<file path="src/rtl/decode_stage_pkg.sv">
// Shared encodings for the decode stage: opcodes, funct fields, ALU and
// format codes, the registered control bundle and small decode helpers.
package decode_stage_pkg;

    localparam logic [6:0] OP_LUI    = 7'b0110111;
    localparam logic [6:0] OP_AUIPC  = 7'b0010111;
    localparam logic [6:0] OP_JAL    = 7'b1101111;
    localparam logic [6:0] OP_JALR   = 7'b1100111;
    localparam logic [6:0] OP_BRANCH = 7'b1100011;
    localparam logic [6:0] OP_LOAD   = 7'b0000011;
    localparam logic [6:0] OP_STORE  = 7'b0100011;
    localparam logic [6:0] OP_IMM    = 7'b0010011;
    localparam logic [6:0] OP_REG    = 7'b0110011;

    localparam logic [2:0] F3_ADD  = 3'b000;
    localparam logic [2:0] F3_SLL  = 3'b001;
    localparam logic [2:0] F3_SLT  = 3'b010;
    localparam logic [2:0] F3_SLTU = 3'b011;
    localparam logic [2:0] F3_XOR  = 3'b100;
    localparam logic [2:0] F3_SR   = 3'b101;
    localparam logic [2:0] F3_OR   = 3'b110;
    localparam logic [2:0] F3_AND  = 3'b111;

    localparam logic [2:0] F3_BEQ  = 3'b000;
    localparam logic [2:0] F3_BNE  = 3'b001;
    localparam logic [2:0] F3_BLT  = 3'b100;
    localparam logic [2:0] F3_BGE  = 3'b101;
    localparam logic [2:0] F3_BLTU = 3'b110;
    localparam logic [2:0] F3_BGEU = 3'b111;

    localparam logic [6:0] F7_BASE = 7'b0000000;
    localparam logic [6:0] F7_ALT  = 7'b0100000;

    typedef enum logic [3:0] {
        ALU_ADD   = 4'd0,
        ALU_SUB   = 4'd1,
        ALU_AND   = 4'd2,
        ALU_OR    = 4'd3,
        ALU_XOR   = 4'd4,
        ALU_SLL   = 4'd5,
        ALU_SRL   = 4'd6,
        ALU_SRA   = 4'd7,
        ALU_SLT   = 4'd8,
        ALU_SLTU  = 4'd9,
        ALU_PASSB = 4'd10
    } alu_op_e;

    typedef enum logic [2:0] {
        TYPE_NONE = 3'd0,
        TYPE_R    = 3'd1,
        TYPE_I    = 3'd2,
        TYPE_S    = 3'd3,
        TYPE_B    = 3'd4,
        TYPE_U    = 3'd5,
        TYPE_J    = 3'd6
    } type_e;

    typedef struct packed {
        type_e   dtype;
        alu_op_e alu;
        logic    reg_we;
        logic    use_imm;
        logic    mem_rd;
        logic    mem_wr;
        logic    branch;
        logic    jump;
        logic    illegal;
    } ctrl_t;

    // Register/immediate arithmetic; SUB only exists for register-register ops.
    function automatic alu_op_e alu_decode(input logic [2:0] f3, input logic alt, input logic is_reg);
        case (f3)
            F3_ADD:  return (is_reg && alt) ? ALU_SUB : ALU_ADD;
            F3_SLL:  return ALU_SLL;
            F3_SLT:  return ALU_SLT;
            F3_SLTU: return ALU_SLTU;
            F3_XOR:  return ALU_XOR;
            F3_SR:   return alt ? ALU_SRA : ALU_SRL;
            F3_OR:   return ALU_OR;
            F3_AND:  return ALU_AND;
            default: return ALU_ADD;
        endcase
    endfunction

    // Branch compare op: equality via XOR, ordering via SLT/SLTU.
    function automatic alu_op_e br_decode(input logic [2:0] f3);
        case (f3)
            F3_BEQ, F3_BNE:   return ALU_XOR;
            F3_BLT, F3_BGE:   return ALU_SLT;
            F3_BLTU, F3_BGEU: return ALU_SLTU;
            default:          return ALU_ADD;
        endcase
    endfunction

    // Only SUB/SRA (and SRAI) may set funct7 bit 5; all other funct7 bits must be zero.
    function automatic logic f7_ok(input logic [2:0] f3, input logic [6:0] f7, input logic is_reg);
        if (is_reg)
            return (f7 == F7_BASE) || ((f7 == F7_ALT) && ((f3 == F3_ADD) || (f3 == F3_SR)));
        if (f3 == F3_SLL)
            return f7 == F7_BASE;
        if (f3 == F3_SR)
            return (f7 == F7_BASE) || (f7 == F7_ALT);
        return 1'b1;
    endfunction

endpackage

</file>
<file path="src/rtl/decode_stage_if.sv">
// Fetch / register-file / execute signals seen by the decode stage.
interface decode_stage_if #(
    parameter int XLEN     = 32,
    parameter int ALU_OP_W = 4
);
    logic                if_valid;
    logic                if_ready;
    logic [31:0]         if_inst;
    logic [XLEN-1:0]     if_pc;
    logic [4:0]          rf_raddr1;
    logic [4:0]          rf_raddr2;
    logic [XLEN-1:0]     rf_rdata1;
    logic [XLEN-1:0]     rf_rdata2;
    logic                ex_is_load;
    logic [4:0]          ex_rd;
    logic                flush;
    logic                id_valid;
    logic                id_ready;
    logic [XLEN-1:0]     id_pc;
    logic [XLEN-1:0]     src1;
    logic [XLEN-1:0]     src2;
    logic [XLEN-1:0]     imm;
    logic [4:0]          dreg;
    logic                reg_we;
    logic [ALU_OP_W-1:0] alu_opcode;
    logic                use_imm;
    logic                mem_rd;
    logic                mem_wr;
    logic                branch;
    logic                jump;
    logic [2:0]          decoded_type;
    logic                illegal;

    // Environment side: fetch, register file and execute.
    modport master (
        output if_valid, if_inst, if_pc, rf_rdata1, rf_rdata2, ex_is_load, ex_rd, flush, id_ready,
        input  if_ready, rf_raddr1, rf_raddr2, id_valid, id_pc, src1, src2, imm, dreg, reg_we,
               alu_opcode, use_imm, mem_rd, mem_wr, branch, jump, decoded_type, illegal
    );

    // Decode stage side.
    modport slave (
        input  if_valid, if_inst, if_pc, rf_rdata1, rf_rdata2, ex_is_load, ex_rd, flush, id_ready,
        output if_ready, rf_raddr1, rf_raddr2, id_valid, id_pc, src1, src2, imm, dreg, reg_we,
               alu_opcode, use_imm, mem_rd, mem_wr, branch, jump, decoded_type, illegal
    );
endinterface

</file>
<file path="src/rtl/decode_stage_imm_gen.sv">
// Immediate generator: builds the sign-extended immediate for a decoded format.
module imm_gen
    import decode_stage_pkg::*;
#(
    parameter int XLEN = 32
) (
    input  logic [31:7]     i_inst,
    input  type_e           i_type,
    output logic [XLEN-1:0] o_imm
);
    logic [31:0] w_imm32;

    // Reassemble the immediate bits for each format, sign bit is always inst[31].
    always_comb begin
        w_imm32 = '0;
        case (i_type)
            TYPE_I:  w_imm32 = {{20{i_inst[31]}}, i_inst[31:20]};
            TYPE_S:  w_imm32 = {{20{i_inst[31]}}, i_inst[31:25], i_inst[11:7]};
            TYPE_B:  w_imm32 = {{19{i_inst[31]}}, i_inst[31], i_inst[7], i_inst[30:25], i_inst[11:8], 1'b0};
            TYPE_U:  w_imm32 = {i_inst[31:12], 12'b0};
            TYPE_J:  w_imm32 = {{11{i_inst[31]}}, i_inst[31], i_inst[19:12], i_inst[20], i_inst[30:21], 1'b0};
            default: w_imm32 = '0;
        endcase
    end

    assign o_imm = XLEN'($signed(w_imm32));
endmodule

</file>
<file path="src/rtl/decode_stage.sv">
// RV32I/RV32E decode stage: combinational decode of the fetched word, load-use
// stall detection, and a single registered bundle behind a valid/ready handshake.
module decode_stage
    import decode_stage_pkg::*;
#(
    parameter int XLEN     = 32,
    parameter int NREGS    = 32,
    parameter int ALU_OP_W = 4
) (
    input  logic clk,
    input  logic rst,
    decode_stage_if.slave bus
);
    logic [6:0]      w_opc;
    logic [2:0]      w_f3;
    logic [6:0]      w_f7;
    logic [4:0]      w_rs1, w_rs2, w_rd;
    logic            w_rs1_used, w_rs2_used;
    ctrl_t           w_ctl;
    logic [4:0]      w_dreg;
    logic [XLEN-1:0] w_imm;
    logic            w_stall, w_ready, w_accept;

    logic            r_valid;
    logic [XLEN-1:0] r_pc, r_src1, r_src2, r_imm;
    logic [4:0]      r_dreg;
    ctrl_t           r_ctl;

    assign w_opc = bus.if_inst[6:0];
    assign w_rd  = bus.if_inst[11:7];
    assign w_f3  = bus.if_inst[14:12];
    assign w_rs1 = bus.if_inst[19:15];
    assign w_rs2 = bus.if_inst[24:20];
    assign w_f7  = bus.if_inst[31:25];

    // Format/control decode; illegal encodings keep their format but lose all side effects.
    always_comb begin
        w_ctl       = '0;
        w_ctl.dtype = TYPE_NONE;
        w_ctl.alu   = ALU_ADD;
        w_rs1_used  = 1'b0;
        w_rs2_used  = 1'b0;
        case (w_opc)
            OP_REG: begin
                w_ctl.dtype   = TYPE_R;
                w_ctl.reg_we  = 1'b1;
                w_rs1_used    = 1'b1;
                w_rs2_used    = 1'b1;
                w_ctl.alu     = alu_decode(w_f3, w_f7[5], 1'b1);
                w_ctl.illegal = !f7_ok(w_f3, w_f7, 1'b1);
            end
            OP_IMM: begin
                w_ctl.dtype   = TYPE_I;
                w_ctl.reg_we  = 1'b1;
                w_ctl.use_imm = 1'b1;
                w_rs1_used    = 1'b1;
                w_ctl.alu     = alu_decode(w_f3, w_f7[5], 1'b0);
                w_ctl.illegal = !f7_ok(w_f3, w_f7, 1'b0);
            end
            OP_LOAD: begin
                w_ctl.dtype   = TYPE_I;
                w_ctl.reg_we  = 1'b1;
                w_ctl.use_imm = 1'b1;
                w_ctl.mem_rd  = 1'b1;
                w_rs1_used    = 1'b1;
            end
            OP_JALR: begin
                w_ctl.dtype   = TYPE_I;
                w_ctl.reg_we  = 1'b1;
                w_ctl.use_imm = 1'b1;
                w_ctl.jump    = 1'b1;
                w_rs1_used    = 1'b1;
            end
            OP_STORE: begin
                w_ctl.dtype   = TYPE_S;
                w_ctl.use_imm = 1'b1;
                w_ctl.mem_wr  = 1'b1;
                w_rs1_used    = 1'b1;
                w_rs2_used    = 1'b1;
            end
            OP_BRANCH: begin
                w_ctl.dtype  = TYPE_B;
                w_ctl.branch = 1'b1;
                w_ctl.alu    = br_decode(w_f3);
                w_rs1_used   = 1'b1;
                w_rs2_used   = 1'b1;
            end
            OP_LUI: begin
                w_ctl.dtype   = TYPE_U;
                w_ctl.reg_we  = 1'b1;
                w_ctl.use_imm = 1'b1;
                w_ctl.alu     = ALU_PASSB;
            end
            OP_AUIPC: begin
                w_ctl.dtype   = TYPE_U;
                w_ctl.reg_we  = 1'b1;
                w_ctl.use_imm = 1'b1;
            end
            OP_JAL: begin
                w_ctl.dtype   = TYPE_J;
                w_ctl.reg_we  = 1'b1;
                w_ctl.use_imm = 1'b1;
                w_ctl.jump    = 1'b1;
            end
            default: w_ctl.illegal = 1'b1;
        endcase
        // RV32E: any register the instruction actually touches must exist.
        if ((w_rs1_used && (int'(w_rs1) >= NREGS)) ||
            (w_rs2_used && (int'(w_rs2) >= NREGS)) ||
            (w_ctl.reg_we && (int'(w_rd) >= NREGS)))
            w_ctl.illegal = 1'b1;
        if (w_ctl.illegal) begin
            w_ctl.reg_we = 1'b0;
            w_ctl.mem_rd = 1'b0;
            w_ctl.mem_wr = 1'b0;
            w_ctl.branch = 1'b0;
            w_ctl.jump   = 1'b0;
        end
    end

    assign w_dreg = w_ctl.reg_we ? w_rd : 5'd0;

    imm_gen #(.XLEN(XLEN)) u_imm_gen (
        .i_inst (bus.if_inst[31:7]),
        .i_type (w_ctl.dtype),
        .o_imm  (w_imm)
    );

    // A load in EX cannot forward in time to a dependent instruction here.
    assign w_stall  = bus.if_valid && bus.ex_is_load && (bus.ex_rd != 5'd0) &&
                      ((w_rs1_used && (w_rs1 == bus.ex_rd)) || (w_rs2_used && (w_rs2 == bus.ex_rd)));
    assign w_ready  = (!r_valid || bus.id_ready) && !w_stall;
    assign w_accept = bus.if_valid && w_ready;

    // Bundle register: flush beats accept/hold, reset beats everything.
    always_ff @(posedge clk) begin
        if (!rst) begin
            r_valid <= 1'b0;
            r_pc    <= '0;
            r_src1  <= '0;
            r_src2  <= '0;
            r_imm   <= '0;
            r_dreg  <= '0;
            r_ctl   <= '0;
        end else begin
            if (bus.flush)
                r_valid <= 1'b0;
            else if (w_accept)
                r_valid <= 1'b1;
            else if (bus.id_ready)
                r_valid <= 1'b0;
            if (w_accept) begin
                r_pc   <= bus.if_pc;
                r_src1 <= bus.rf_rdata1;
                r_src2 <= bus.rf_rdata2;
                r_imm  <= w_imm;
                r_dreg <= w_dreg;
                r_ctl  <= w_ctl;
            end
        end
    end

    assign bus.if_ready     = w_ready;
    assign bus.rf_raddr1    = w_rs1;
    assign bus.rf_raddr2    = w_rs2;
    assign bus.id_valid     = r_valid;
    assign bus.id_pc        = r_pc;
    assign bus.src1         = r_src1;
    assign bus.src2         = r_src2;
    assign bus.imm          = r_imm;
    assign bus.dreg         = r_dreg;
    assign bus.reg_we       = r_ctl.reg_we;
    assign bus.alu_opcode   = ALU_OP_W'(r_ctl.alu);
    assign bus.use_imm      = r_ctl.use_imm;
    assign bus.mem_rd       = r_ctl.mem_rd;
    assign bus.mem_wr       = r_ctl.mem_wr;
    assign bus.branch       = r_ctl.branch;
    assign bus.jump         = r_ctl.jump;
    assign bus.decoded_type = r_ctl.dtype;
    assign bus.illegal      = r_ctl.illegal;
endmodule

</file>
<file path="src/flat_wrapper.sv">
// flat-port wrapper written by rule: the top's interface ports become plain ports
module decode_stage_flat import decode_stage_pkg::*;
#(
    parameter int XLEN     = 32,
    parameter int NREGS    = 32,
    parameter int ALU_OP_W = 4
)
  (clk, rst, bus_if_valid, bus_if_inst, bus_if_pc, bus_rf_rdata1, bus_rf_rdata2, bus_ex_is_load, bus_ex_rd, bus_flush, bus_id_ready, bus_if_ready, bus_rf_raddr1, bus_rf_raddr2, bus_id_valid, bus_id_pc, bus_src1, bus_src2, bus_imm, bus_dreg, bus_reg_we, bus_alu_opcode, bus_use_imm, bus_mem_rd, bus_mem_wr, bus_branch, bus_jump, bus_decoded_type, bus_illegal);
  decode_stage_if #(.XLEN(XLEN), .ALU_OP_W(ALU_OP_W)) bus_i ();
  input  logic clk;
  input  logic rst;
  input wire logic [$bits(bus_i.if_valid)-1:0] bus_if_valid;
  input wire logic [$bits(bus_i.if_inst)-1:0] bus_if_inst;
  input wire logic [$bits(bus_i.if_pc)-1:0] bus_if_pc;
  input wire logic [$bits(bus_i.rf_rdata1)-1:0] bus_rf_rdata1;
  input wire logic [$bits(bus_i.rf_rdata2)-1:0] bus_rf_rdata2;
  input wire logic [$bits(bus_i.ex_is_load)-1:0] bus_ex_is_load;
  input wire logic [$bits(bus_i.ex_rd)-1:0] bus_ex_rd;
  input wire logic [$bits(bus_i.flush)-1:0] bus_flush;
  input wire logic [$bits(bus_i.id_ready)-1:0] bus_id_ready;
  output wire logic [$bits(bus_i.if_ready)-1:0] bus_if_ready;
  output wire logic [$bits(bus_i.rf_raddr1)-1:0] bus_rf_raddr1;
  output wire logic [$bits(bus_i.rf_raddr2)-1:0] bus_rf_raddr2;
  output wire logic [$bits(bus_i.id_valid)-1:0] bus_id_valid;
  output wire logic [$bits(bus_i.id_pc)-1:0] bus_id_pc;
  output wire logic [$bits(bus_i.src1)-1:0] bus_src1;
  output wire logic [$bits(bus_i.src2)-1:0] bus_src2;
  output wire logic [$bits(bus_i.imm)-1:0] bus_imm;
  output wire logic [$bits(bus_i.dreg)-1:0] bus_dreg;
  output wire logic [$bits(bus_i.reg_we)-1:0] bus_reg_we;
  output wire logic [$bits(bus_i.alu_opcode)-1:0] bus_alu_opcode;
  output wire logic [$bits(bus_i.use_imm)-1:0] bus_use_imm;
  output wire logic [$bits(bus_i.mem_rd)-1:0] bus_mem_rd;
  output wire logic [$bits(bus_i.mem_wr)-1:0] bus_mem_wr;
  output wire logic [$bits(bus_i.branch)-1:0] bus_branch;
  output wire logic [$bits(bus_i.jump)-1:0] bus_jump;
  output wire logic [$bits(bus_i.decoded_type)-1:0] bus_decoded_type;
  output wire logic [$bits(bus_i.illegal)-1:0] bus_illegal;
  assign bus_i.if_valid = bus_if_valid;
  assign bus_i.if_inst = bus_if_inst;
  assign bus_i.if_pc = bus_if_pc;
  assign bus_i.rf_rdata1 = bus_rf_rdata1;
  assign bus_i.rf_rdata2 = bus_rf_rdata2;
  assign bus_i.ex_is_load = bus_ex_is_load;
  assign bus_i.ex_rd = bus_ex_rd;
  assign bus_i.flush = bus_flush;
  assign bus_i.id_ready = bus_id_ready;
  assign bus_if_ready = bus_i.if_ready;
  assign bus_rf_raddr1 = bus_i.rf_raddr1;
  assign bus_rf_raddr2 = bus_i.rf_raddr2;
  assign bus_id_valid = bus_i.id_valid;
  assign bus_id_pc = bus_i.id_pc;
  assign bus_src1 = bus_i.src1;
  assign bus_src2 = bus_i.src2;
  assign bus_imm = bus_i.imm;
  assign bus_dreg = bus_i.dreg;
  assign bus_reg_we = bus_i.reg_we;
  assign bus_alu_opcode = bus_i.alu_opcode;
  assign bus_use_imm = bus_i.use_imm;
  assign bus_mem_rd = bus_i.mem_rd;
  assign bus_mem_wr = bus_i.mem_wr;
  assign bus_branch = bus_i.branch;
  assign bus_jump = bus_i.jump;
  assign bus_decoded_type = bus_i.decoded_type;
  assign bus_illegal = bus_i.illegal;
  decode_stage #(.XLEN(XLEN), .NREGS(NREGS), .ALU_OP_W(ALU_OP_W)) u_core (.clk(clk), .rst(rst), .bus(bus_i));
endmodule
</file>
<file path="config.mk">
export PLATFORM = sky130hd
export DESIGN_NAME = decode_stage_flat
export DESIGN_NICKNAME = d
export VERILOG_FILES = /design/src/rtl/decode_stage_pkg.sv /design/src/rtl/decode_stage_if.sv /design/src/rtl/decode_stage_imm_gen.sv /design/src/rtl/decode_stage.sv /design/src/flat_wrapper.sv
export SDC_FILE = /design/constraint.sdc
export NUM_CORES = 1
export LEC_CHECK = 0
export BUFFER_PORTS_ARGS = -buffer_cell sky130_fd_sc_hd__buf_2
export CORE_AREA = 2 2 137 105
export CTS_BUF_LIST = sky130_fd_sc_hd__clkbuf_8
export CTS_CLUSTER_DIAMETER = 200
export CTS_CLUSTER_SIZE = 25
export DETAILED_ROUTE_END_ITERATION = 16
export DIE_AREA = 0 0 139 107
export PLACE_DENSITY = 0.84
export SLEW_MARGIN = 20
export SYNTH_ARGS = -nofsm -noshare
export SYNTH_HDL_FRONTEND = slang
export SYNTH_SLANG_ARGS = --single-unit
export TNS_END_PERCENT = 1
</file>
<file path="constraint.sdc">
create_clock -name clk -period 2.92 [get_ports clk]
set_clock_uncertainty 0.15 [all_clocks]
set_input_delay 0.584 -clock clk [delete_from_list [all_inputs] [get_ports clk]]
set_output_delay 0.584 -clock clk [all_outputs]
set_load 0.02 [all_outputs]
</file>
==> results of run 1 <==
==> registers in the layout, summed over array words and instances, names as in the netlist <==
register and cells:
u_core.bus.src1 32, u_core.bus.illegal 1, u_core.bus.mem_wr 1, u_core.bus.dreg 5, u_core.bus.id_valid 1, u_core.bus.imm 32
u_core.bus.mem_rd 1, u_core.bus.decoded_type 3, u_core.bus.alu_opcode 4, u_core.bus.jump 1, u_core.bus.use_imm 1, u_core.bus.id_pc 32
u_core.bus.src2 32, u_core.bus.branch 1, u_core.bus.reg_we 1
==> path summary, 6_finish.rpt <==
check | to | slack [ns]
setup / recovery | bus_if_ready | 0.20
hold / removal | u_core.bus.id_valid$_SDFFE_PP0P_ | 0.14
setup reg to reg | u_core.bus.imm[3]$_SDFFE_PN0P_ | 0.80
hold reg to reg | u_core.bus.imm[1]$_SDFFE_PN0P_ | 0.32
==> report_power, final <==
group	switching (uW)	leakage [uW]	internal [uW]	total, uW
combinational	415	0.00226	238	653
sequential	37.6	0.00121	2100	2140
clock	784	0.000224	976	1760
total	1240	0.00370	3310	4550
==> critical path: stages <==
cell and delay [ns]:
buf_2 0.13, or4_1 0.60, o221a_4 0.33, a21boi_1 0.16
buf_2 0.18
==> per-layer routing <==
| layer | GRT usage | vias to the layer above | part of all wire |
|---|---|---|---|
| li1 | - | 3261 | - |
| met1 | 0.3538 | 3216 | 0.42 |
| met2 | 0.4243 | 380 | 0.46 |
| met3 | 0.09067 | 42 | 0.10 |
| met4 | 0.09452 | 2 | 0.019 |
| met5 | 0 | - | 0.00082 |
==> Yosys cell counts, drive strengths merged (2+ instances only) <==
library cell  number
dfxtp            148
a21oi            136
o21ai            118
nand3            100
clkbuf            54
buf               38
nand2             26
o2bb2ai           26
nor2              17
nand4             16
nor3               7
xnor2              7
nor2b              6
a211oi             4
a22oi              4
a31oi              3
and2               3
nand2b             3
nor4               3
o31ai              3
or4                3
xor2               3
a21boi             2
inv                2
mux2i              2
o211ai             2
o21a               2
o221a              2
==> cell families after synthesis <==
| group | count (synthesis) | synth area share |
|---|---|---|
| xor gates and xnor gates | 10 | 0.01370 |
| and+or+nand+nor | 189 | 0.1519 |
| muxes | 2 | 0.003131 |
| AOI/OAI and AO/OA | 314 | 0.2998 |
| DFF | 148 | 0.4634 |
| buffers and inverters | 94 | 0.06810 |
==> area by class of cell <==
class                   instances  area (um2)  area share
clock buffers                  19       261.5     0.03097
clock inverters                13       180.2     0.02134
inverters                       2       8.758    0.001037
multi-input cells             515        3018      0.3574
flip-flops and latches        148        2963      0.3509
well taps                     175       219.0     0.02593
repair buffers                328        1794      0.2125
==> stage by stage <==
| stage | hold slack (ns) | std cells |
|---|---|---|
| after floorplan | 0.3834 | 757 |
| after global placement | 0.2912 | 1168 |
| after detailed placement | 0.2921 | 1168 |
| after CTS | 0.09857 | 1200 |
| after global routing | 0.1202 | 1200 |
| final | 0.1376 | 1200 |
==> impl_metrics.env, run 1 <==
export IMPL_outcome="completed"
export IMPL_boundaryPins=298
export IMPL_first_pass_iters=7
export IMPL_cp_end_kind="output port"
export IMPL_r2r_cells=6
export IMPL_finalCriticalPeriod_ns=2.719
export IMPL_syn_to_final_growth_pct=32.07
export IMPL_cts_made_buffers=17
export IMPL_core_area_um2=13520
export IMPL_power_per_cell_area_nw_per_um2=539.0
export IMPL_drive_gt1_frac=0.3795
export IMPL_cts_reportedPaths_clkPinSlew_ns=0.08
export IMPL_synthArstFlopShare=0
export IMPL_die_h_um=107
export IMPL_postRouteAntennaNets=0
export IMPL_place_port_buffers=297
export IMPL_grt_setup_unrepaired="false"
export IMPL_post_route_util=0.6247
export IMPL_dieArea_um2=14870
export IMPL_cts_setup_buffers=0
export IMPL_fp_dieW_um=139
export IMPL_setup_tns_ns=0
export IMPL_drt_iter0_drc=475
export IMPL_dp_hpwl_mm=14.37
export IMPL_grt_pass1_wl_mm=32.53
export IMPL_power_uw=4551
export IMPL_synth_area_per_cell_um2=8.446
export IMPL_viasPerCell=5.751
export IMPL_fin_area_um2=8444
export IMPL_worstSetupStartpointType="primary input"
export IMPL_peakVddDrop_v=0.0003500
export IMPL_whs_path_depth=2
export IMPL_leakagePower_uw=0.003697
export IMPL_synth_top_cell_by_area="dfxtp_1"
export IMPL_final_common_cell="buf_2"
export IMPL_fin_nets=1151
export IMPL_hold_viol=0
export IMPL_synth_edff_count=0
export IMPL_crit_start="bus_ex_rd[1]"
export IMPL_setup_slack_ns=0.2009
export IMPL_synth_area_um2=6394
export IMPL_drv_slew=0
export IMPL_clk_path_buf_depth=2
export IMPL_fillCellCount=1171
export IMPL_netlist_top_cells_area="dfxtp_1, a21oi_1, o21ai_0"
export IMPL_hp_start="bus_flush"
export IMPL_synth_distinct_cells=53
export IMPL_gr_total_overflow=0
export IMPL_cts_root_buf="clkbuf_8"
export IMPL_cts_hold_buf=0
export IMPL_fmax_ghz=0.3678
export IMPL_place_area_um2=8003
export IMPL_seq_area_frac_synth=0.4634
export IMPL_drcViolationCount=0
export IMPL_syn_num_nets=896
export IMPL_critPathRequiredTime_ns=2.19
export IMPL_grt_start_max_net_pins=67
export IMPL_grt_pass1_vias=6262
export IMPL_cp_max_fo=5
export IMPL_synth_cells=757
export IMPL_cts_sinks=148
export IMPL_final_setup_viol_count=0
export IMPL_timing_slew_headroom=0.4957
export IMPL_preCtsSetupSlack_ns=0.1711
export IMPL_cts_resized_gates=0
export IMPL_arrival_ns=1.99
export IMPL_num_rows=37
export IMPL_drv_cap=0
export IMPL_synth_top_area_share=0.4634
export IMPL_antenna_found_initial=1
export IMPL_place_congestion=0.9048
export IMPL_worst_slew_pin_transition_ns=0.7564
export IMPL_critPathKind="primary input to output port"
export IMPL_yosysWarnings=0
export IMPL_vias=6901
export IMPL_clk_latency_ns=0.45
export IMPL_gr_usage_all_layers=0.2716
export IMPL_synth_seq_cells=148
export IMPL_drt_wirelength_per_cell_um=17.36
export IMPL_hold_path_class="primary input to flop"
export IMPL_reg2reg_from="u_core.bus.id_valid$_SDFFE_PP0P_"
export IMPL_synth_ff_type="dfxtp_1"
export IMPL_start_util=0.4730
export IMPL_diodes=0
export IMPL_period_share=0.9312
export IMPL_wl_mm=20.84
export IMPL_cts_tree="yes"
export IMPL_mostFrequentLayoutCells="buf_2, dfxtp_1, a21oi_1"
export IMPL_h_tree_depth=4
Note: power is estimated with default switching activity, not from simulation.
==> run 2: changes to the inputs <==
--- a/config.mk
+++ b/config.mk
@@ -12,7 +12,7 @@
 export CTS_CLUSTER_SIZE = 25
 export DETAILED_ROUTE_END_ITERATION = 16
 export DIE_AREA = 0 0 139 107
-export PLACE_DENSITY = 0.84
+export PLACE_DENSITY_LB_ADDON = 0.05
 export SLEW_MARGIN = 20
 export SYNTH_ARGS = -nofsm -noshare
 export SYNTH_HDL_FRONTEND = slang
==> impl_metrics.env, run 2 (synthesis results as in run 1) <==
export IMPL_final_common_cell="buf_2"
export IMPL_final_setup_viol_count=0
export IMPL_gr_total_overflow=0
export IMPL_cts_resized_gates=0
export IMPL_reg2reg_slack_ns=0.93
export IMPL_clk_path_buf_depth=2
export IMPL_cp_max_fo=4
export IMPL_setup_slack_ns=0.2129
export IMPL_drcViolationCount=0
export IMPL_critPathTopFamily="simple AND/OR/NAND/NOR gates"
export IMPL_gr_usage_all_layers=0.2652
export IMPL_hold_path_class="primary input to flop"
export IMPL_preCtsSetupSlack_ns=0.1990
export IMPL_post_route_util=0.6274
export IMPL_wl_met3_mm=1.714
export IMPL_hp_start="bus_flush"
export IMPL_routed_top_layer="met4"
export IMPL_power_per_cell_area_nw_per_um2=522.7
export IMPL_path_cells="buf_2, or4_1, o221a_4, a21boi_1, buf_2"
export IMPL_fp_dieW_um=139
export IMPL_antenna_found_initial=0
export IMPL_slowest_delay_ns=0.61
export IMPL_r2r_cells=6
export IMPL_start_util=0.4730
export IMPL_diodes=0
export IMPL_clk_latency_ns=0.43
export IMPL_grt_setup_unrepaired="false"
export IMPL_first_pass_iters=6
export IMPL_fmax_ghz=0.3694
export IMPL_dp_hpwl_mm=13.85
export IMPL_grt_start_max_net_pins=76
export IMPL_critPathSlowestCell="or4_1"
export IMPL_drt_wirelength_per_cell_um=16.87
export IMPL_period_share=0.9271
export IMPL_drive_gt1_frac=0.3825
export IMPL_met1_length_mm=9.014
export IMPL_whs_endpoint="u_core.bus.id_valid$_SDFFE_PP0P_"
export IMPL_cts_reportedPaths_clkPinSlew_ns=0.07
export IMPL_boundaryPins=298
export IMPL_wl_mm=20.33
export IMPL_cts_root_buf="clkbuf_8"
export IMPL_hold_viol=0
export IMPL_grt_pass1_vias=5933
export IMPL_peakVddDrop_v=0.0002898
export IMPL_mostFrequentLayoutCells="buf_2, dfxtp_1, a21oi_1"
export IMPL_setup_tns_ns=0
export IMPL_path_buf_inv=2
export IMPL_drv_cap=0
export IMPL_critPathKind="primary input to output port"
export IMPL_arrival_ns=1.97
export IMPL_fillCellCount=1261
export IMPL_place_port_buffers=297
export IMPL_cts_sinks=148
export IMPL_die_h_um=107
export IMPL_num_rows=37
export IMPL_wl_met2_mm=9.338
export IMPL_cts_setup_buffers=0
export IMPL_reg2reg_to="u_core.bus.imm[11]$_SDFFE_PN0P_"
export IMPL_timing_slew_headroom=0.4659
export IMPL_cp_end_kind="output port"
export IMPL_grt_pass1_wl_mm=31.90
export IMPL_cp_common_cell="buf_2"
export IMPL_cts_hold_buf=0
export IMPL_finalCriticalPeriod_ns=2.707
export IMPL_cts_made_buffers=17
export IMPL_viasPerCell=5.492
export IMPL_reg2reg_from="u_core.bus.id_valid$_SDFFE_PP0P_"
export IMPL_critPathRequiredTime_ns=2.19
export IMPL_whs_path_depth=2
export IMPL_dieArea_um2=14870
export IMPL_worst_slew_pin_transition_ns=0.8011
export IMPL_syn_to_final_growth_pct=32.64
export IMPL_outcome="completed"
export IMPL_h_tree_depth=4
export IMPL_place_congestion=0.8725
export IMPL_fin_nets=1157
export IMPL_vias=6618
export IMPL_cts_tree="yes"
export IMPL_postRouteAntennaNets=0
export IMPL_core_area_um2=13520
export IMPL_drt_iter0_drc=514
export IMPL_leakagePower_uw=0.003714
export IMPL_holdWs_ns=0.1555
export IMPL_drv_slew=0
export IMPL_worstSetupStartpointType="primary input"
[run 2: changes by cell type in the layout (fill, tap and decap cells not counted)]
cell / previous run / this run
buf_4: 25 / 29
inv_6: 2 / 1
buf_12: 6 / 8
clkbuf_8: 19 / 18
clkinv_2: 4 / 3
clkinvlp_4: 2 / 4
clkinv_4: 1 / 2
bufinv_16: 4 / 3
[run 2: stage by stage]
step / area [um2] / cells / total power [uW]
4_1_cts: 8481 / 1205 / 4468
2_1_floorplan: 6394 / 757 / 2556
5_1_grt: 8481 / 1205 / 4628
3_5_place_dp: 8073 / 1174 / 2831
3_3_place_gp: 8073 / 1174 / 2827
6_report: 8481 / 1205 / 4433
[run 2: metal layers]
| metal | GRT usage | vias up |
|---|---|---|
| met2 | 0.4008 | 251 |
| met1 | 0.3691 | 3069 |
| met3 | 0.07905 | 21 |
| li1 | - | 3277 |
| met5 | 0 | - |
| met4 | 0.07431 | 0 |
[run 2: how the worst max path moves through the flow]
stage	startpoint	to	slack, ns	depth (start not counted)
floorplan	bus_if_inst[5]	bus_if_ready	0.03	9
global placement	bus_ex_rd[1]	bus_if_ready	0.21	5
detailed placement	bus_ex_rd[1]	bus_if_ready	0.20	5
CTS	bus_ex_rd[1]	bus_if_ready	0.20	5
global route	bus_ex_rd[1]	bus_if_ready	0.16	5
finish	bus_ex_rd[1]	bus_if_ready	0.21	5
[run 2: layout make-up]
type,instances,area [um2],area share
multi-input combinational,515,3018,0.3559
clock inverter,13,160.2,0.01888
sequential,148,2963,0.3494
timing repair buffer,334,1864,0.2198
inverter,2,8.758,0.001033
clock buffer,18,247.7,0.02921
tap,175,219.0,0.02582
[run 2: power by group]
| part | total, uW | switching (uW) | leakage (uW) | internal, uW |
|---|---|---|---|---|
| Clock | 1650 | 786 | 0.000198 | 861 |
| Combinational | 651 | 409 | 0.00230 | 241 |
| Sequential | 2140 | 35.2 | 0.00121 | 2100 |
| Total | 4430 | 1230 | 0.00371 | 3200 |
[run 2: worst reg2reg max path, cell delays in order, from the launching register on]
cell and delay, ns:
dfxtp_1 0.31, nand2b_1 0.15, and2_4 0.45, nand3_1 0.13
a221o_1 0.27, buf_4 0.26, o2bb2ai_2 0.19
